$ cat config.mk
export PLATFORM = sky130hd
export DESIGN_NAME = clock_monitor
export DESIGN_NICKNAME = d
export VERILOG_FILES = /design/src/rtl/clock_monitor.sv
export SDC_FILE = /design/constraint.sdc
export NUM_CORES = 1
export LEC_CHECK = 0
export ABC_AREA = 1
export CAP_MARGIN = 20
export CELL_PAD_IN_SITES_DETAIL_PLACEMENT = 1
export CELL_PAD_IN_SITES_GLOBAL_PLACEMENT = 1
export CORE_MARGIN = 2
export CORE_UTILIZATION = 30
export CTS_BUF_LIST = sky130_fd_sc_hd__clkbuf_4 sky130_fd_sc_hd__clkbuf_8
export CTS_CLUSTER_SIZE = 10
export DETAILED_ROUTE_END_ITERATION = 8
export PLACE_DENSITY = 0.61
export SYNTH_ARGS = -nofsm -noshare
export SYNTH_HDL_FRONTEND = slang
export SYNTH_SLANG_ARGS = --single-unit
$ cat constraint.sdc
create_clock -name clk_i -period 2.16 [get_ports clk_i]
set_clock_uncertainty 0.15 [all_clocks]
set_input_delay 0.54 -clock clk_i [delete_from_list [all_inputs] [get_ports clk_i]]
set_output_delay 0.54 -clock clk_i [all_outputs]
set_load 0.02 [all_outputs]
$ cat src/rtl/clock_monitor.sv
// Health monitor for a divided clock sampled as data in the clk_i domain.
// Measures rise-to-rise period and high time, flags bad periods and a stuck input, and reports lock.
module clock_monitor #(
  parameter int CNT_W       = 8,
  parameter int SYNC_STAGES = 2,
  parameter int EXP_PERIOD  = 3,
  parameter int TOL         = 0,
  parameter int LOCK_COUNT  = 4,
  parameter int TIMEOUT     = 16
) (
  input  logic             clk_i,
  input  logic             reset_i,
  input  logic             mon_clk_i,
  input  logic             clear_err_i,
  output logic             valid_o,
  output logic [CNT_W-1:0] period_o,
  output logic [CNT_W-1:0] high_o,
  output logic             locked_o,
  output logic             err_o,
  output logic [CNT_W-1:0] err_cnt_o,
  output logic             stuck_o
);

  typedef enum logic {
    ACQUIRE = 1'b0,
    MEASURE = 1'b1
  } state_t;

  localparam int GOOD_W = $clog2(LOCK_COUNT + 1);
  localparam logic [CNT_W-1:0]  ONE_C     = CNT_W'(1);
  localparam logic [CNT_W-1:0]  TIMEOUT_C = CNT_W'(TIMEOUT);
  localparam logic [CNT_W:0]    EXP_C     = (CNT_W + 1)'(EXP_PERIOD);
  localparam logic [CNT_W:0]    TOL_C     = (CNT_W + 1)'(TOL);
  localparam logic [GOOD_W-1:0] LOCK_C    = GOOD_W'(LOCK_COUNT);

  state_t             state_reg, state_next;
  logic [SYNC_STAGES-1:0] sync_reg;
  logic               edge_reg;
  logic [CNT_W-1:0]   pcnt_reg, pcnt_next;
  logic [CNT_W-1:0]   hcnt_reg, hcnt_next;
  logic [CNT_W-1:0]   period_reg, period_next;
  logic [CNT_W-1:0]   high_reg, high_next;
  logic               valid_reg, valid_next;
  logic               locked_reg, locked_next;
  logic               err_reg, err_next;
  logic [CNT_W-1:0]   err_cnt_reg, err_cnt_next;
  logic               stuck_reg, stuck_next;
  logic [GOOD_W-1:0]  good_reg, good_next;

  logic               sync_s;
  logic               rise;
  logic [CNT_W:0]     period_ext;
  logic [CNT_W:0]     period_dev;
  logic               period_good;
  logic [GOOD_W-1:0]  good_inc;
  logic               err_event;

  assign sync_s = sync_reg[SYNC_STAGES-1];
  assign rise   = sync_s & ~edge_reg;

  // Deviation is taken one bit wider than the counter so it never wraps.
  assign period_ext  = {1'b0, pcnt_reg};
  assign period_dev  = (period_ext >= EXP_C) ? (period_ext - EXP_C) : (EXP_C - period_ext);
  assign period_good = (period_dev <= TOL_C);
  assign good_inc    = (good_reg == LOCK_C) ? good_reg : (good_reg + 1'b1);

  always_comb begin
    state_next   = state_reg;
    pcnt_next    = pcnt_reg;
    hcnt_next    = hcnt_reg;
    period_next  = period_reg;
    high_next    = high_reg;
    valid_next   = 1'b0;
    locked_next  = locked_reg;
    err_next     = err_reg;
    err_cnt_next = err_cnt_reg;
    stuck_next   = stuck_reg;
    good_next    = good_reg;
    err_event    = 1'b0;

    case (state_reg)
      ACQUIRE: begin
        // First edge only establishes the reference; the partial period is discarded.
        if (rise) begin
          state_next = MEASURE;
          pcnt_next  = ONE_C;
          hcnt_next  = ONE_C;
          stuck_next = 1'b0;
        end
      end
      MEASURE: begin
        if (rise) begin
          period_next = pcnt_reg;
          high_next   = hcnt_reg;
          valid_next  = 1'b1;
          pcnt_next   = ONE_C;
          hcnt_next   = ONE_C;
          if (period_good) begin
            good_next   = good_inc;
            locked_next = (good_inc == LOCK_C);
          end else begin
            good_next   = '0;
            locked_next = 1'b0;
            err_event   = 1'b1;
          end
        end else if (pcnt_reg == TIMEOUT_C) begin
          stuck_next  = 1'b1;
          locked_next = 1'b0;
          good_next   = '0;
          err_event   = 1'b1;
          state_next  = ACQUIRE;
        end else begin
          pcnt_next = pcnt_reg + ONE_C;
          if (sync_s) begin
            hcnt_next = hcnt_reg + ONE_C;
          end
        end
      end
    endcase

    // A clear in the same cycle as a new error leaves exactly that one error recorded.
    if (clear_err_i) begin
      err_next     = err_event;
      err_cnt_next = err_event ? ONE_C : '0;
    end else if (err_event) begin
      err_next     = 1'b1;
      err_cnt_next = (err_cnt_reg == '1) ? err_cnt_reg : (err_cnt_reg + ONE_C);
    end
  end

  always_ff @(posedge clk_i) begin
    if (reset_i) begin
      state_reg   <= ACQUIRE;
      sync_reg    <= '0;
      edge_reg    <= 1'b0;
      pcnt_reg    <= '0;
      hcnt_reg    <= '0;
      period_reg  <= '0;
      high_reg    <= '0;
      valid_reg   <= 1'b0;
      locked_reg  <= 1'b0;
      err_reg     <= 1'b0;
      err_cnt_reg <= '0;
      stuck_reg   <= 1'b0;
      good_reg    <= '0;
    end else begin
      state_reg   <= state_next;
      sync_reg    <= {sync_reg[SYNC_STAGES-2:0], mon_clk_i};
      edge_reg    <= sync_s;
      pcnt_reg    <= pcnt_next;
      hcnt_reg    <= hcnt_next;
      period_reg  <= period_next;
      high_reg    <= high_next;
      valid_reg   <= valid_next;
      locked_reg  <= locked_next;
      err_reg     <= err_next;
      err_cnt_reg <= err_cnt_next;
      stuck_reg   <= stuck_next;
      good_reg    <= good_next;
    end
  end

  assign valid_o   = valid_reg;
  assign period_o  = period_reg;
  assign high_o    = high_reg;
  assign locked_o  = locked_reg;
  assign err_o     = err_reg;
  assign err_cnt_o = err_cnt_reg;
  assign stuck_o   = stuck_reg;

endmodule

======== Word level (Yosys, flattened, before mapping) ========
Cells that the tools add are included.
storage, ports and cells
  input port bits ......................... 4
  register bits after elaboration ......... 51
  output and inout bits ................... 28
  word-level logic and storage cells ...... 77
operators by class
  bitwise logic cells ..................... 3
  eq/ne operators ......................... 10
  add/subtract/negate cells ............... 6
  muxes and demuxes ....................... 34
  $lt $le $gt $ge ......................... 2
  reduce and logical (&&, ||, !) cells .... 9
operators by type and width
  kind                   count
  $mux W8                9
  $pmux W8 S2            2
  $add A8 B1 Y8 const B  3
  $mux W1                16
  $mux W3                4
  $le A9 B1 Y1 const B   1
  $mux W9                1
  $sub A2 B8 Y9 const A  1
  $sub A8 B2 Y9 const B  1
  $eq A8 B5 Y1 const B   1
  $eq A8 B8 Y1 const B   1
  $ge A8 B2 Y1 const B   1
  $reduce_and A2 Y1      4
  $eq A3 B3 Y1 const B   2
  $ne A2 B2 Y1 const B   3
  $reduce_and A3 Y1      2
  $pmux W1 S2            2
  $reduce_bool A2 Y1     2
  $add A3 B1 Y3 const B  1
  $ne A3 B1 Y1 const B   1
  $ne A3 B3 Y1 const B   1
  $ne A2 B1 Y1 const B   1
  $not A1 Y1             2
  $reduce_or A2 Y1       1
  $and A1 B1 Y1          1

======== Longest topological paths before layout ========
Gate-level depths: netlist of the first run.
  word-level depth ........................ 8
  gate-level depth with buffers ........... 15
  gate-level depth less buffers ........... 15

======== Worst setup path after synthesis of the first run ========
Ideal clock, no wire load.
  path kind ............................... register to register
  from .................................... register pcnt_reg[2]
  to ...................................... register err_cnt_reg[1] (netlist: err_cnt_o[1])
  clock period less this slack ............ 1893 ps
  cell stages (with the launch flop) ...... 16
  data required time ...................... 1944 ps
  buffers on the path ..................... 0
  arrival time ............................ 1677 ps
  slack ................................... 267 ps
  library setup time ...................... 66 ps
  path through ............................ dfxtp_1 inv_1 ha_1 nand2_1 nor2_1 nor2_1 nand2_1 nand2_1 nand2_1 nor2_2 nand2_2 nand2_4 inv_2 nand2_1 nand2_1 a21oi_2
on the way
  longest elaborated chain between the ends .. 8
  elaborated cells on any way between the ends .. 12
  classes of those cells .................. add/sub (2); order compare (2); eq/ne (1); mux (5); reduce/logical (2)
RTL lines
  element                                      line  text
  start: declaration                           39    logic [CNT_W-1:0] pcnt_reg, pcnt_next;
  start signal: assignment                     150   pcnt_reg <= pcnt_next;
  $sub A2 B8 Y9, or another cell as far along  63    assign period_dev = (period_ext >= EXP_C) ? (period_ext - EXP_C) : (EXP_C - period_ext);
  $mux W9                                      63
  $le A9 B1 Y1                                 64    assign period_good = (period_dev <= TOL_C);
  $mux W1                                      98    if (period_good) begin
  $mux W1 (*)                                  92    if (rise) begin
  $mux W1 (*)                                  81    case (state_reg)
  $reduce_bool A2 Y1 (no source line) (*)      n/a
  $reduce_and A2 Y1 (no source line) (*)       n/a
  end signal: assignment                       157   err_cnt_reg <= err_cnt_next;
  end: declaration                             46    logic [CNT_W-1:0] err_cnt_reg, err_cnt_next;
Every way passes the cells marked *; elsewhere a longest branch is shown, timed or not.
A chain may end at the register's enable or synchronous reset.

======== Final worst setup path of the first run ========
  from .................................... register err_cnt_reg[1] (netlist: err_cnt_o[1])
  to ...................................... output err_cnt_o[1]
RTL lines
  element           line  text
  end: declaration  20    output logic [CNT_W-1:0] err_cnt_o,
No word-level cell between the ends.

==> results of run 1 <==
synthesized netlist by cell type, drive strengths merged:
cell type / instances / share of area
o21ai: 8 / 0.016
o22ai: 1 / 0.0025
nand2: 78 / 0.12
or2: 2 / 0.0049
ha: 9 / 0.044
o21bai: 5 / 0.015
a31oi: 1 / 0.0025
xnor2: 1 / 0.0034
a21oi: 31 / 0.068
inv: 48 / 0.071
nand4: 8 / 0.022
o2111a: 1 / 0.0044
nand3b: 1 / 0.0030
o21a: 2 / 0.0059
clkbuf: 4 / 0.0059
nor3: 8 / 0.018
dfxtp: 51 / 0.40
nor2: 48 / 0.092
buf: 4 / 0.0098
nand3: 30 / 0.061
a221oi: 1 / 0.0034
nor3b: 2 / 0.0059
a211oi: 1 / 0.0030
a32oi: 1 / 0.0034
and2: 1 / 0.0025
xor2: 3 / 0.010
area by class of cell:
class	instances	area (µm²)
clock buffer	6	82.6
clock inverter	2	16.3
fill	1022	5000
inverter	48	180
multi-input combinational	243	1330
sequential	51	1020
tap	105	131
timing repair buffer	49	445
routing by layer:
metal  track usage  wire, µm  vias to the layer above
met4        0.0321        50                        0
li1              -         -                     1222
met1         0.196      3250                     1127
met5             0         0                        -
met3        0.0384       218                        6
met2         0.264      3220                       37
worst register-to-register path, cell delays in order, from the launching register on:
cell      delay (ps)
dfxtp_2          350
inv_1            130
ha_4             170
nand3_2           90
nor2_4           200
inv_2             60
a21oi_4          280
nand4_1          220
o21bai_1         180
nor2_1            50
power by group through the flow:
| stage | logic, µW | clock network [µW] | registers, µW |
|---|---|---|---|
| global route | 109 | 676 | 954 |
| CTS | 97.8 | 639 | 952 |
| floorplan | 56.3 | 0 | 973 |
| finish | 96.1 | 603 | 952 |
| detailed placement | 97.2 | 0 | 974 |
| global placement | 97.0 | 0 | 973 |
kinds of logic (layout without fill, tap and decap cells):
logic type,Yosys count,in the layout
AO/OA/AOI/OAI,52,52
buffers and inverters,56,105
flip-flops,51,51
AND/OR/NAND/NOR,178,178
XOR/XNOR,4,4
adder cells (fa/ha/maj),9,9
final timing paths:
kind                      from           end  cells after the start
setup / recovery  err_cnt_o[1]  err_cnt_o[1]                      1
hold / removal     sync_reg[0]   sync_reg[1]                      2
setup reg to reg   pcnt_reg[2]  err_cnt_o[5]                      9
hold reg to reg    sync_reg[0]   sync_reg[1]                      2
what timing repair did:
action / CTS / global route
setup buffers: 0 / 2
endpoints found under the setup margin: 0 / 12
gates resized for setup: 0 / 12
endpoints found under the hold margin: 0 / 0
metrics by stage:
| step | std cells | area (µm²) |
|---|---|---|
| floorplan | 350 | 2540 |
| global placement | 494 | 3060 |
| detailed placement | 494 | 3060 |
| CTS | 502 | 3160 |
| global route | 504 | 3210 |
| finish | 504 | 3210 |
==> run metrics, run 1 <==
status=finished, final reports clean; max-slew violations=0; Yosys warnings=0; multiplexer share of the synthesized area=0; Combinational Power Share=0.058; Port Buffers=31; Setup TNS=0 ps; Fin Hold WS=roughly 260 ps; Critical Path RT=between 1000 and 1500 ps; GRT Resource Usage Total=0.155; P&R area growth vs syn=26.4%; Post-Syn Area=2540 µm²; #FFs+latches synth=just over 50; die width=96.0 µm; total of max-cap violations=0; reg2reg setup slack=190 ps; Post-Route WL=6.74 mm; gr ovfl total=0; CTS Buf Count=5; commonest non-fill, non-tap cell in the layout=nand2_1; crit path max-delay cell type=clkdlybuf4s50_1; sequential share of power=0.577; post-synthesis simple-gate area fraction=0.329; Worst-path clk slew=100 ps; DIE AREA=approximately 9200 µm²; Final HPWL DP=5.11 mm; crit path cell chain=clkdlybuf4s50_1; DR WL/cell=13.4 µm; Chip Height=96.0 µm; CP delay by family, top=buffers and inverters; largest family of logic cells by synthesized area=simple AND/OR/NAND/NOR gates; drt pass-1 iters=4; final net count=411; layout cells sized above 1=0.145; CP Max Fanout=4; vias per std cell=4.75; initial antenna violation count=0; clk_lat worst skew=just over 300 ps; final core occ=0.391; pin count of the biggest net entering global routing=19; HP Class=flip-flop to flip-flop; pre-CTS WS=70.1 ps; Worst Path Class, Setup=flip-flop to output pin; fin crit share=0.932; Mean Syn Cell Area=7.26 µm²; core area=between 8000 and 9000 µm²; Critical Path Max Stage Delay=between 600 and 700 ps; CP Capture Type=output pin; Clock Path Buffers=2; endpoints failing setup=0; DRT iter0 DRCs=44; overall power=~1700 µW; FMAX=around 500 MHz; vias in the first global route=2294; Final Hold Fails=0; share of total power in the clock network=0.365; P_sw=approximately 400 µW; Post-Synth XOR/XNOR Area=0.0138; I/O pin count=32; sequential area share after synthesis=0.402; Detail Route Antenna Nets=0; startpoint types=flip-flop; Pleak=around 0.0012 µW; Internal Power=1240 µW; unrepaired setup endpoints after global routing=no; arrival time at the worst endpoint=1320 ps; H-tree levels=2; net switching fraction of the power=0.248; Starting Density=0.309; ant diodes=0; slew margin rel.=0.725; DR vias=2392; cell row count=33; Post-route DRC=0; critical path buffer and inverter count=1; Post-Synth Adder-Cell Area=0.0443; TritonCTS Sinks=51; Synth Area in Compound Gates=0.124; first-pass GRT wire length=11.0 mm; most frequent cells in the layout=73 x nand2_1, 48 x dfxtp_1, 42 x inv_1; CTS tree=done; Syn Nets=363; count of cell types in the netlist=41; fin crit period=about 2000 ps; Max VDD drop=256 µV; P per Cell Area=between 500 and 600 nW/µm²; Final Wtd Congestion=between 0.8 and 0.9; hold buffers post-CTS=0; CTS root buf=clkbuf_8; Tightest Pin Transition=410 ps; Post-Syn Instances=350; final worst slack=147 ps
No activity file was read; power rests on OpenSTA's default activity.
==> run 2: changes to the inputs <==
--- a/config.mk
+++ b/config.mk
@@ -9,7 +9,6 @@
 export CAP_MARGIN = 20
 export CELL_PAD_IN_SITES_DETAIL_PLACEMENT = 1
 export CELL_PAD_IN_SITES_GLOBAL_PLACEMENT = 1
-export CORE_MARGIN = 2
 export CORE_UTILIZATION = 30
 export CTS_BUF_LIST = sky130_fd_sc_hd__clkbuf_4 sky130_fd_sc_hd__clkbuf_8
 export CTS_CLUSTER_SIZE = 10
==> run 2 against run 1 <==
  * Total power decreased by 2.1%
  * Sequential share of layout area increased by 0.28 points
  * Sequential cell count unchanged
  * Wire length decreased by 1.4%
  * Worst hold slack got worse by 1.6 ps
  * Register-to-register slack about the same
  * Sequential power about the same
  * Final area decreased by 0.62%
  * Worst setup slack got worse by 0.58 ps
  * Clock power decreased by 5.6%
  * Critical endpoint unchanged
==> run metrics, run 2 (synthesis results as in run 1) <==
status=finished, final reports clean (unchanged); DR vias=2355 (was 2392); HP Class=flip-flop to flip-flop (unchanged); fin crit share=0.932 (about the same); # placed instances=493 (was 494); crit path max-delay cell type=clkdlybuf4s50_1 (unchanged); total of max-cap violations=0 (unchanged); Final Wtd Congestion=0.815 (was 0.888); P&R area growth vs syn=25.7% (was 26.4%); Final Non-Filler Cells=501 (was 504); P_sw=398 µW (was 409 µW); Critical Path RT=1470 ps (about the same); core area=8220 µm² (unchanged); DIE AREA=8840 µm² (was 9220 µm²); endpoints failing setup=0 (unchanged); commonest non-fill, non-tap cell in the layout=nand2_1 (unchanged); layout cells sized above 1=0.152 (was 0.145); unrepaired setup endpoints after global routing=no (unchanged); CTS Buf Count=5 (unchanged); Detail Route Antenna Nets=0 (unchanged); cell row count=33 (unchanged); Setup TNS=0 ps (unchanged); fin crit period=2010 ps (about the same); most frequent cells in the layout=71 x nand2_1, 46 x dfxtp_1, 41 x inv_1 (was 73 x nand2_1, 48 x dfxtp_1, 42 x inv_1); Final Hold Fails=0 (unchanged); hold buffers post-CTS=0 (unchanged); TritonCTS Sinks=51 (unchanged); Post-Route WL=6.65 mm (was 6.74 mm); Port Buffers=31 (unchanged); Critical Path Max Stage Delay=620 ps (about the same); I/O pin count=32 (unchanged); arrival time at the worst endpoint=1320 ps (about the same); pin count of the biggest net entering global routing=23 (was 19); initial antenna violation count=0 (unchanged); share of total power in the clock network=0.352 (was 0.365); overall power=1620 µW (was 1650 µW); Tightest Pin Transition=364 ps (was 410 ps); Chip Height=94.0 µm (was 96.0 µm); CP Capture Type=output pin (unchanged); CP delay by family, top=buffers and inverters (unchanged); vias per std cell=4.70 (was 4.75); CTS root buf=clkbuf_8 (unchanged); DRT iter0 DRCs=75 (was 44); FMAX=497 MHz (about the same); sequential share of power=0.590 (was 0.577); Clock Path Buffers=2 (unchanged); critical path buffer and inverter count=1 (unchanged); gr ovfl total=0 (unchanged); Internal Power=1220 µW (was 1240 µW); max-slew violations=0 (unchanged); vias in the first global route=2333 (was 2294); Pleak=0.00116 µW (was 0.00118 µW); clk_lat worst skew=300 ps (was 310 ps); Worst-path clk slew=100 ps (about the same); final net count=408 (was 411); die width=94.0 µm (was 96.0 µm); drt pass-1 iters=4 (unchanged); CTS tree=done (unchanged); P per Cell Area=506 nW/µm² (was 514 nW/µm²); Final HPWL DP=5.13 mm (was 5.11 mm); startpoint types=flip-flop (unchanged); Combinational Power Share=0.058 (about the same); Worst Path Class, Setup=flip-flop to output pin (unchanged); first-pass GRT wire length=11.1 mm (was 11.0 mm); crit path cell chain=clkdlybuf4s50_1 (unchanged); Max VDD drop=272 µV (was 256 µV); Starting Density=0.309 (unchanged); net switching fraction of the power=0.246 (was 0.248); H-tree levels=2 (unchanged); GRT Resource Usage Total=0.162 (was 0.155); ant diodes=0 (unchanged); Post-CTS Setup Repair Bufs=0 (unchanged); DR WL/cell=13.3 µm (was 13.4 µm); Post-route DRC=0 (unchanged); CP Max Fanout=4 (unchanged); slew margin rel.=0.755 (was 0.725)
run 2: repair_timing:
action                     CTS  global route
hold endpoints to repair     0             0
pin swaps                    0             3
resized for setup            1            17
setup endpoints to repair    2            13
run 2: final cells by class:
class,count,area [µm²]
Clock buffer,6,76.3
Inverter,48,180
Fill cell,1037,5020
Multi-Input combinational cell,243,1340
Timing Repair Buffer,46,423
Sequential cell,51,1030
Tap cell,105,131
Clock inverter,2,12.5
run 2: through the flow:
step | setup WS, ps | utilization | hold WS (ps) | area (µm²)
final | 147 | 0.389 | 260 | 3190
after global placement | 81.8 | 0.372 | 245 | 3060
after CTS | 41.6 | 0.383 | 263 | 3150
after detailed placement | 17.9 | 0.372 | 249 | 3060
after global routing | 6.25 | 0.389 | 284 | 3190
after floorplan | 267 | - | 238 | 2540
run 2: power by group through the flow:
stage | clock network [µW] | logic [µW] | registers (µW)
after global routing | 633 | 105 | 954
after floorplan | 0 | 56.3 | 973
final | 569 | 94.4 | 953
after CTS | 599 | 96.0 | 952
after global placement | 0 | 94.5 | 974
after detailed placement | 0 | 95.9 | 974
run 2: routing by layer:
metal  wire length, µm  track usage  part of all wire
met2              3120        0.264              0.47
met1              3280        0.217              0.49
met4                69       0.0474             0.010
met5                 0            0                 0
met3               179       0.0267             0.027
run 2: final timing paths:
| check | startpoint | endpoint | slack [ps] | cells past startpoint |
|---|---|---|---|---|
| setup / recovery | err_cnt_o[1] | err_cnt_o[1] | 150 | 1 |
| hold / removal | sync_reg[0] | sync_reg[1] | 260 | 2 |
| setup reg to reg | pcnt_reg[3] | err_cnt_o[5] | 190 | 9 |
| hold reg to reg | sync_reg[0] | sync_reg[1] | 260 | 2 |
